--- config.mk ---
export PLATFORM = sky130hd
export DESIGN_NAME = eq_seq_ctrl
export DESIGN_NICKNAME = d
export VERILOG_FILES = /design/src/rtl/eq_seq_pkg.sv /design/src/rtl/eq4.sv /design/src/rtl/eq_seq_ctrl.sv
export SDC_FILE = /design/constraint.sdc
export NUM_CORES = 1
export LEC_CHECK = 0
export BUFFER_PORTS_ARGS = -buffer_cell sky130_fd_sc_hd__buf_2
export CAP_MARGIN = 5
export CORE_MARGIN = 2
export CORE_UTILIZATION = 52
export DETAILED_ROUTE_END_ITERATION = 8
export PLACE_DENSITY = 0.76
export SYNTH_ARGS = -nofsm -noshare
export SYNTH_HDL_FRONTEND = slang
export SYNTH_SLANG_ARGS = --single-unit
--- constraint.sdc ---
create_clock -name clk -period 2.58 [get_ports clk]
set_clock_uncertainty 0.15 [all_clocks]
set_input_delay 0.129 -clock clk [delete_from_list [all_inputs] [get_ports clk]]
set_output_delay 0.129 -clock clk [all_outputs]
set_load 0.02 [all_outputs]
--- src/rtl/eq_seq_pkg.sv ---
// Shared types and constants for the sequential nibble-wise equality checker.
package eq_seq_pkg;

  localparam int unsigned NIBBLE_W = 4;

  typedef enum logic [1:0] {
    IDLE = 2'b00,
    CMP  = 2'b01,
    DONE = 2'b10
  } state_e;

endpackage

--- src/rtl/eq4.sv ---
// Single-nibble equality comparator; the only comparison logic in the design.
module eq4
  import eq_seq_pkg::*;
(
  input  logic [NIBBLE_W-1:0] a,
  input  logic [NIBBLE_W-1:0] b,
  output logic                eq
);

  assign eq = (a == b);

endmodule

--- src/rtl/eq_seq_ctrl.sv ---
// Compares two captured operands one nibble per cycle, LSB first, and reports
// equality plus the index of the first differing nibble.
module eq_seq_ctrl
  import eq_seq_pkg::*;
#(
  parameter int unsigned NIBBLES = 4
) (
  input  logic                                           clk,
  input  logic                                           rst_n,
  input  logic                                           in_valid,
  output logic                                           in_ready,
  input  logic [NIBBLE_W*NIBBLES-1:0]                    X,
  input  logic [NIBBLE_W*NIBBLES-1:0]                    Y,
  output logic                                           out_valid,
  input  logic                                           out_ready,
  output logic                                           Z,
  output logic [((NIBBLES > 1) ? $clog2(NIBBLES) : 1)-1:0] mismatch_idx,
  output logic                                           busy
);

  localparam int unsigned DATA_W = NIBBLE_W * NIBBLES;
  localparam int unsigned IDX_W  = (NIBBLES > 1) ? $clog2(NIBBLES) : 1;
  localparam logic [IDX_W-1:0] LAST_IDX = IDX_W'(NIBBLES - 1);

  state_e              state_q, state_d;
  logic [IDX_W-1:0]    cnt_q, cnt_d;
  logic [DATA_W-1:0]   x_q, x_d;
  logic [DATA_W-1:0]   y_q, y_d;
  logic                z_q, z_d;
  logic [IDX_W-1:0]    idx_q, idx_d;
  logic                out_valid_q, out_valid_d;
  logic                in_ready_q, in_ready_d;
  logic                busy_q, busy_d;

  logic [DATA_W-1:0]   x_sh, y_sh;
  logic                nib_eq;

  // Bring the nibble under test down to bit 0 of each operand.
  assign x_sh = x_q >> (32'(cnt_q) * NIBBLE_W);
  assign y_sh = y_q >> (32'(cnt_q) * NIBBLE_W);

  eq4 u_eq4 (
    .a  (x_sh[NIBBLE_W-1:0]),
    .b  (y_sh[NIBBLE_W-1:0]),
    .eq (nib_eq)
  );

  always_comb begin
    state_d = state_q;
    cnt_d   = cnt_q;
    x_d     = x_q;
    y_d     = y_q;
    z_d     = z_q;
    idx_d   = idx_q;

    unique case (state_q)
      IDLE: begin
        if (in_valid) begin
          x_d     = X;
          y_d     = Y;
          cnt_d   = '0;
          state_d = CMP;
        end
      end
      CMP: begin
        if (!nib_eq) begin
          z_d     = 1'b0;
          idx_d   = cnt_q;
          state_d = DONE;
        end else if (cnt_q == LAST_IDX) begin
          z_d     = 1'b1;
          idx_d   = '0;
          state_d = DONE;
        end else begin
          cnt_d = cnt_q + IDX_W'(1);
        end
      end
      DONE: begin
        if (out_ready) state_d = IDLE;
      end
      default: state_d = IDLE;
    endcase

    // Handshake flags are registered copies of the next-state decode.
    in_ready_d  = (state_d == IDLE);
    busy_d      = (state_d == CMP);
    out_valid_d = (state_d == DONE);
  end

  always_ff @(posedge clk or negedge rst_n) begin
    if (!rst_n) begin
      state_q     <= IDLE;
      cnt_q       <= '0;
      x_q         <= '0;
      y_q         <= '0;
      z_q         <= 1'b0;
      idx_q       <= '0;
      out_valid_q <= 1'b0;
      in_ready_q  <= 1'b1;
      busy_q      <= 1'b0;
    end else begin
      state_q     <= state_d;
      cnt_q       <= cnt_d;
      x_q         <= x_d;
      y_q         <= y_d;
      z_q         <= z_d;
      idx_q       <= idx_d;
      out_valid_q <= out_valid_d;
      in_ready_q  <= in_ready_d;
      busy_q      <= busy_d;
    end
  end

  assign in_ready     = in_ready_q;
  assign out_valid    = out_valid_q;
  assign busy         = busy_q;
  assign Z            = z_q;
  assign mismatch_idx = idx_q;

endmodule

* Word-level counts from Yosys, hierarchy flattened
Index checks and enable logic that the tools add are counted.
Storage, ports and cells: bits in registers 42, latch bits 0, RAM bits 0, bits in read-only memories 0, input bits 36, output and inout port bits 6, logic and storage cells 41, memories 0
Cells by class: $add $sub $neg 1, multiply operators 0, divide/modulo/power cells 0, $lt $le $gt $ge 0, eq/ne operators 10, shift operators 2, muxes and demuxes 13, bitwise operators 0, reduce and logical (&&, ||, !) cells 6
Operators with widths (number):
- 16-bit by 4-bit right shift with 4-bit output | 2
- 2-bit 2-to-1 mux | 9
- 2-bit equality test, second input constant | 3
- 2-bit != test, second input constant | 3
- 2-bit one-hot mux with 3 select lines | 1
- 2-bit by 1-bit equality test with 1-bit output, second input constant | 2
- 4-bit equality test | 1
- 2-bit zero test | 2
- 2-bit one-hot mux with 2 select lines | 1
- 2-bit AND reduction | 2
- 4-bit AND reduction | 1
- 2-bit by 1-bit adder with 2-bit output, second input constant | 1
- 1-bit 2-to-1 mux | 2
- 2-bit by 1-bit != test with 1-bit output, second input constant | 1
- 2-bit nonzero test | 1

* Depth between registers and ports, before layout
depth in word-level cells 5, depth in mapped cells 5, depth with buffers taken out 5

* By module
From an unflattened synthesis, not the netlist that was laid out.
Unflattened totals: cells, all modules 122, area, all modules 1876.8 um^2
By module, submodules not included:
- eq_seq_ctrl | times used 1, cells an instance 117, area each 1829.3 um^2, sequential area each 1052.3 um^2
- eq4 | times used 1, cells an instance 5, area each 47.5 um^2, sequential area each 0.0 um^2

* Worst setup path before layout
OpenSTA, ideal clock, no wires.
path kind reg-to-reg, from register x_q[14], to register cnt_q[1], library setup time 0.125 ns, arrival 1.575 ns, data required time 2.305 ns, slack 0.730 ns, stages on the path, launching flop included 6, buffers on the path 0, period minus slack after synthesis 1.850 ns, path through dfrtp_1 xor2_1 o41ai_2 a21boi_2 nor3b_4 mux2_4
On the way: cells in the longest elaborated chain, start to end 4
Ends and longest elaborated chain:
- start: declaration | line eq_seq_ctrl.sv:27 | logic [DATA_W-1:0] x_q, x_d;
- start signal: assignment | line eq_seq_ctrl.sv:94 | x_q <= '0;
- start signal: assignment | line eq_seq_ctrl.sv:104 | x_q <= x_d;
- 16-bit by 4-bit right shift with 4-bit output | line eq_seq_ctrl.sv:39 | assign x_sh = x_q >> (32'(cnt_q) * NIBBLE_W);
- 4-bit equality test | line eq4.sv:10 | assign eq = (a == b);
- 2-bit != test (no line)
- 4-bit AND reduction (no line)
- end signal: assignment | line eq_seq_ctrl.sv:103 | cnt_q <= cnt_d;
- end: declaration | line eq_seq_ctrl.sv:26 | logic [IDX_W-1:0] cnt_q, cnt_d;
Every way passes these cells. A chain may end at the register's enable or synchronous reset.

* Final worst setup path
Same ends and word-level chain as after synthesis.

==> flow_summary.ini <==
[status]
status = finished clean

[timing]
drv_slew = 0
worst_pin_slew_ps = 893
fin_ws_ps = 568
period_needed_ps = 2010
period_share = 0.780
rsz0062_at_grt = no
relSlewSlack = 0.405
hold_viol_final = 0
finalSetupViolCount = 0
fmax_ghz = 0.497
fin_tns_setup_ps = 0

[worst_setup_path]
crit_fanout = 4
critPathSlowestCell = dfrtp_1
critical_path_class = flip-flop to flip-flop
cpLargestDelayFamily = compound AO/OA/AOI/OAI gates
cp_slowest_stage_delay_ps = 410
crit_chain = xor2_1, o41ai_2, a21boi_2, nor3b_4, mux2_4
worstSetupEndpointType = flip-flop
cp.required_ps = 2680
startpoint_type = flip-flop
crit_arrival_ps = 2110
critPathBufInv = 0

[route]
routed_wl_mm = 3.57
num_vias = 1267
post_drt_wl_per_cell_um = 14.1
dr.pass1.iters = 4
drt-initial-drc-count = 41
ant_nets = 0
post-route-drc-count = 0
via_per_inst = 4.99

[clock_tree]
cts_buffer_depth = 2
numCtsBuffers = 5
clk_latency_ps = 350
cts_tree = done
clockRootBuffer = clkbuf_4
cts_sinks = 42
postCtsSetupBuffers = 0
htreeDepth = 2
clk_pin_slew_ps = 110

[place]
dp_worst_setup_slack_ps = 580
dpl.hpwl_mm = 2.25
portBuffers = 41
routabilityCongestion = 0.748
postPlaceCellArea_sq_um = 2090

[synth]
syn-cell-area_sq_um = 1820
syn_avg_cell_area_sq_um = 14.5
ys_seq_area_frac = 0.579
synthCells = 125
ys_warn_count = 0
synth_fp_nets = 162
ys_seq_elements = 42
yosysUniqueCellTypes = 26

[floorplan]
die_width_um = 63.1
start_util = 0.544
rows = 21
dieArea_sq_um = 3980
core_area_sq_um = 3340
die-height_um = 63.1
io_pins = 42

[cells_and_area]
syn_to_final_growth_pct = 38.2
drive_gt1_frac = 0.433
multi_input_area_sq_um = 756
fillers = 244
final_area_sq_um = 2510
fin_nets = 244
antenna_cells = 0
seqCellArea_sq_um = 1050

[global_routing]
grt_overflow = 0
antenna_found_initial = 0
grtUsageTotal = 0.204
grt_max_degree = 43
grt_pass1_vias = 1375
grt_pass1_wl_mm = 6.14

[run]
cap_violations = 0

[power_and_ir_drop]
irDropWorstVdd_mv = 0.677
power.density_nw_per_um2 = 994
p_leak_nw = 1.13

[hold_path]
hp-class = primary input to async pin
worst reg2reg max path, delay by kind of cell, from the launching register on:
| family | cells | cell delay, ps |
|---|---|---|
| AO/OA/AOI/OAI | 2 | 540 |
| flip-flops | 1 | 410 |
| multiplexers | 1 | 330 |
| AND/OR/NAND/NOR | 1 | 300 |
| XOR/XNOR | 1 | 180 |
flip-flops by register name, indices dropped and copies added (netlist names):
signal        flops
cnt_q             2
Z                 1
mismatch_idx      2
state_q           2
out_valid         1
in_ready          1
x_q              16
y_q              16
busy              1
placed cells by master, fill, tap and decap left out, drive strengths merged:
master | netlist | final
a21boi | 1 | 1
a21oi | 1 | 1
a221o | 1 | 1
a22o | 3 | 3
a41o | 1 | 1
buf | 3 | 42
clkbuf | 0 | 7
clkinv | 0 | 1
dfrtp | 41 | 41
dfstp | 1 | 1
dlygate4sd3 | 0 | 36
ha | 1 | 1
mux2 | 33 | 33
mux2i | 1 | 1
nand2 | 4 | 4
nand2b | 1 | 1
nand4 | 2 | 2
nor2 | 4 | 4
nor2b | 3 | 3
nor3b | 2 | 2
o21a | 2 | 2
o21ai | 1 | 1
o41ai | 1 | 1
or2 | 2 | 2
xnor2 | 12 | 12
xor2 | 4 | 4
where the power goes:
group          switching (mW)  internal (mW)  leakage [nW]
logic                   0.389          0.594         0.595
clock network           0.196          0.132        0.0353
registers               0.219          0.967         0.505
worst paths after layout:
check	from	endpoint	slack (ps)	cells after the start
setup / recovery	x_q[14]$_DFFE_PN0P_	cnt_q[1]$_DFFE_PN0P_	570	5
hold / removal	rst_n	y_q[10]$_DFFE_PN0P_	280	2
setup reg to reg	x_q[14]$_DFFE_PN0P_	cnt_q[1]$_DFFE_PN0P_	570	5
hold reg to reg	mismatch_idx[1]$_DFFE_PN0P_	mismatch_idx[1]$_DFFE_PN0P_	380	1
max in group asynchronous	rst_n	y_q[13]$_DFFE_PN0P_	1430	2
min in group clk	mismatch_idx[1]$_DFFE_PN0P_	mismatch_idx[1]$_DFFE_PN0P_	380	1
logic make-up after synthesis:
| family | count (synthesis) | synth area share |
|---|---|---|
| AO/OA/AOI/OAI | 11 | 0.0551 |
| buffers and inverters | 3 | 0.00826 |
| multiplexers | 34 | 0.212 |
| flip-flops | 42 | 0.579 |
| AND/OR/NAND/NOR | 18 | 0.0613 |
| adder cells (fa/ha/maj) | 1 | 0.00689 |
| XOR/XNOR | 16 | 0.0771 |
Yosys cell counts:
master,n,area (sq um)
a221o_1,1,10.0
nor2b_1,3,18.8
nand2b_1,1,6.26
mux2_2,32,360
dfrtp_1,41,1030
nor3b_4,1,18.8
nor3b_2,1,12.5
a21oi_1,1,5.00
or2_2,2,12.5
dfstp_2,1,26.3
a41o_1,1,10.0
mux2_4,1,15.0
buf_2,3,15.0
o21ai_0,1,5.00
o41ai_2,1,16.3
nand2_1,4,15.0
mux2i_1,1,10.0
o21a_1,2,15.0
nor2_1,4,15.0
a22o_1,2,17.5
a21boi_2,1,11.3
a22o_2,1,10.0
nand4_1,2,12.5
xor2_1,4,35.0
ha_1,1,12.5
xnor2_1,12,105
metal layers:
layer  global-route usage  up-vias  wire length, um
met2                0.386       28             2030
met3               0.0339        9              134
met1                0.218      622             1340
met4                0.100        0               66
li1                     -      608                -
met5                    0        -                0
what timing repair did:
action | CTS | global route
hold buffers | 36 | 0
hold endpoints to repair | 76 | 0
resized for setup | 0 | 0
per-stage QoR:
stage | hold WS [ps] | util | total power, mW | std cells
2_1_floorplan | -317 | - | 1.89 | 125
3_3_place_gp | 136 | 0.627 | 2.08 | 210
3_5_place_dp | 159 | 0.627 | 2.14 | 210
4_1_cts | 300 | 0.753 | 2.52 | 254
5_1_grt | 360 | 0.753 | 2.66 | 254
6_report | 275 | 0.753 | 2.50 | 254
final cells by class:
type	instances	area share
Timing Repair Buffer	78	0.233
Tap cell	46	0.0229
Clock inverter	1	0.00199
Multi-Input combinational cell	80	0.301
Clock buffer	7	0.0219
Sequential cell	42	0.419
No activity file was read; power rests on OpenSTA's default activity.
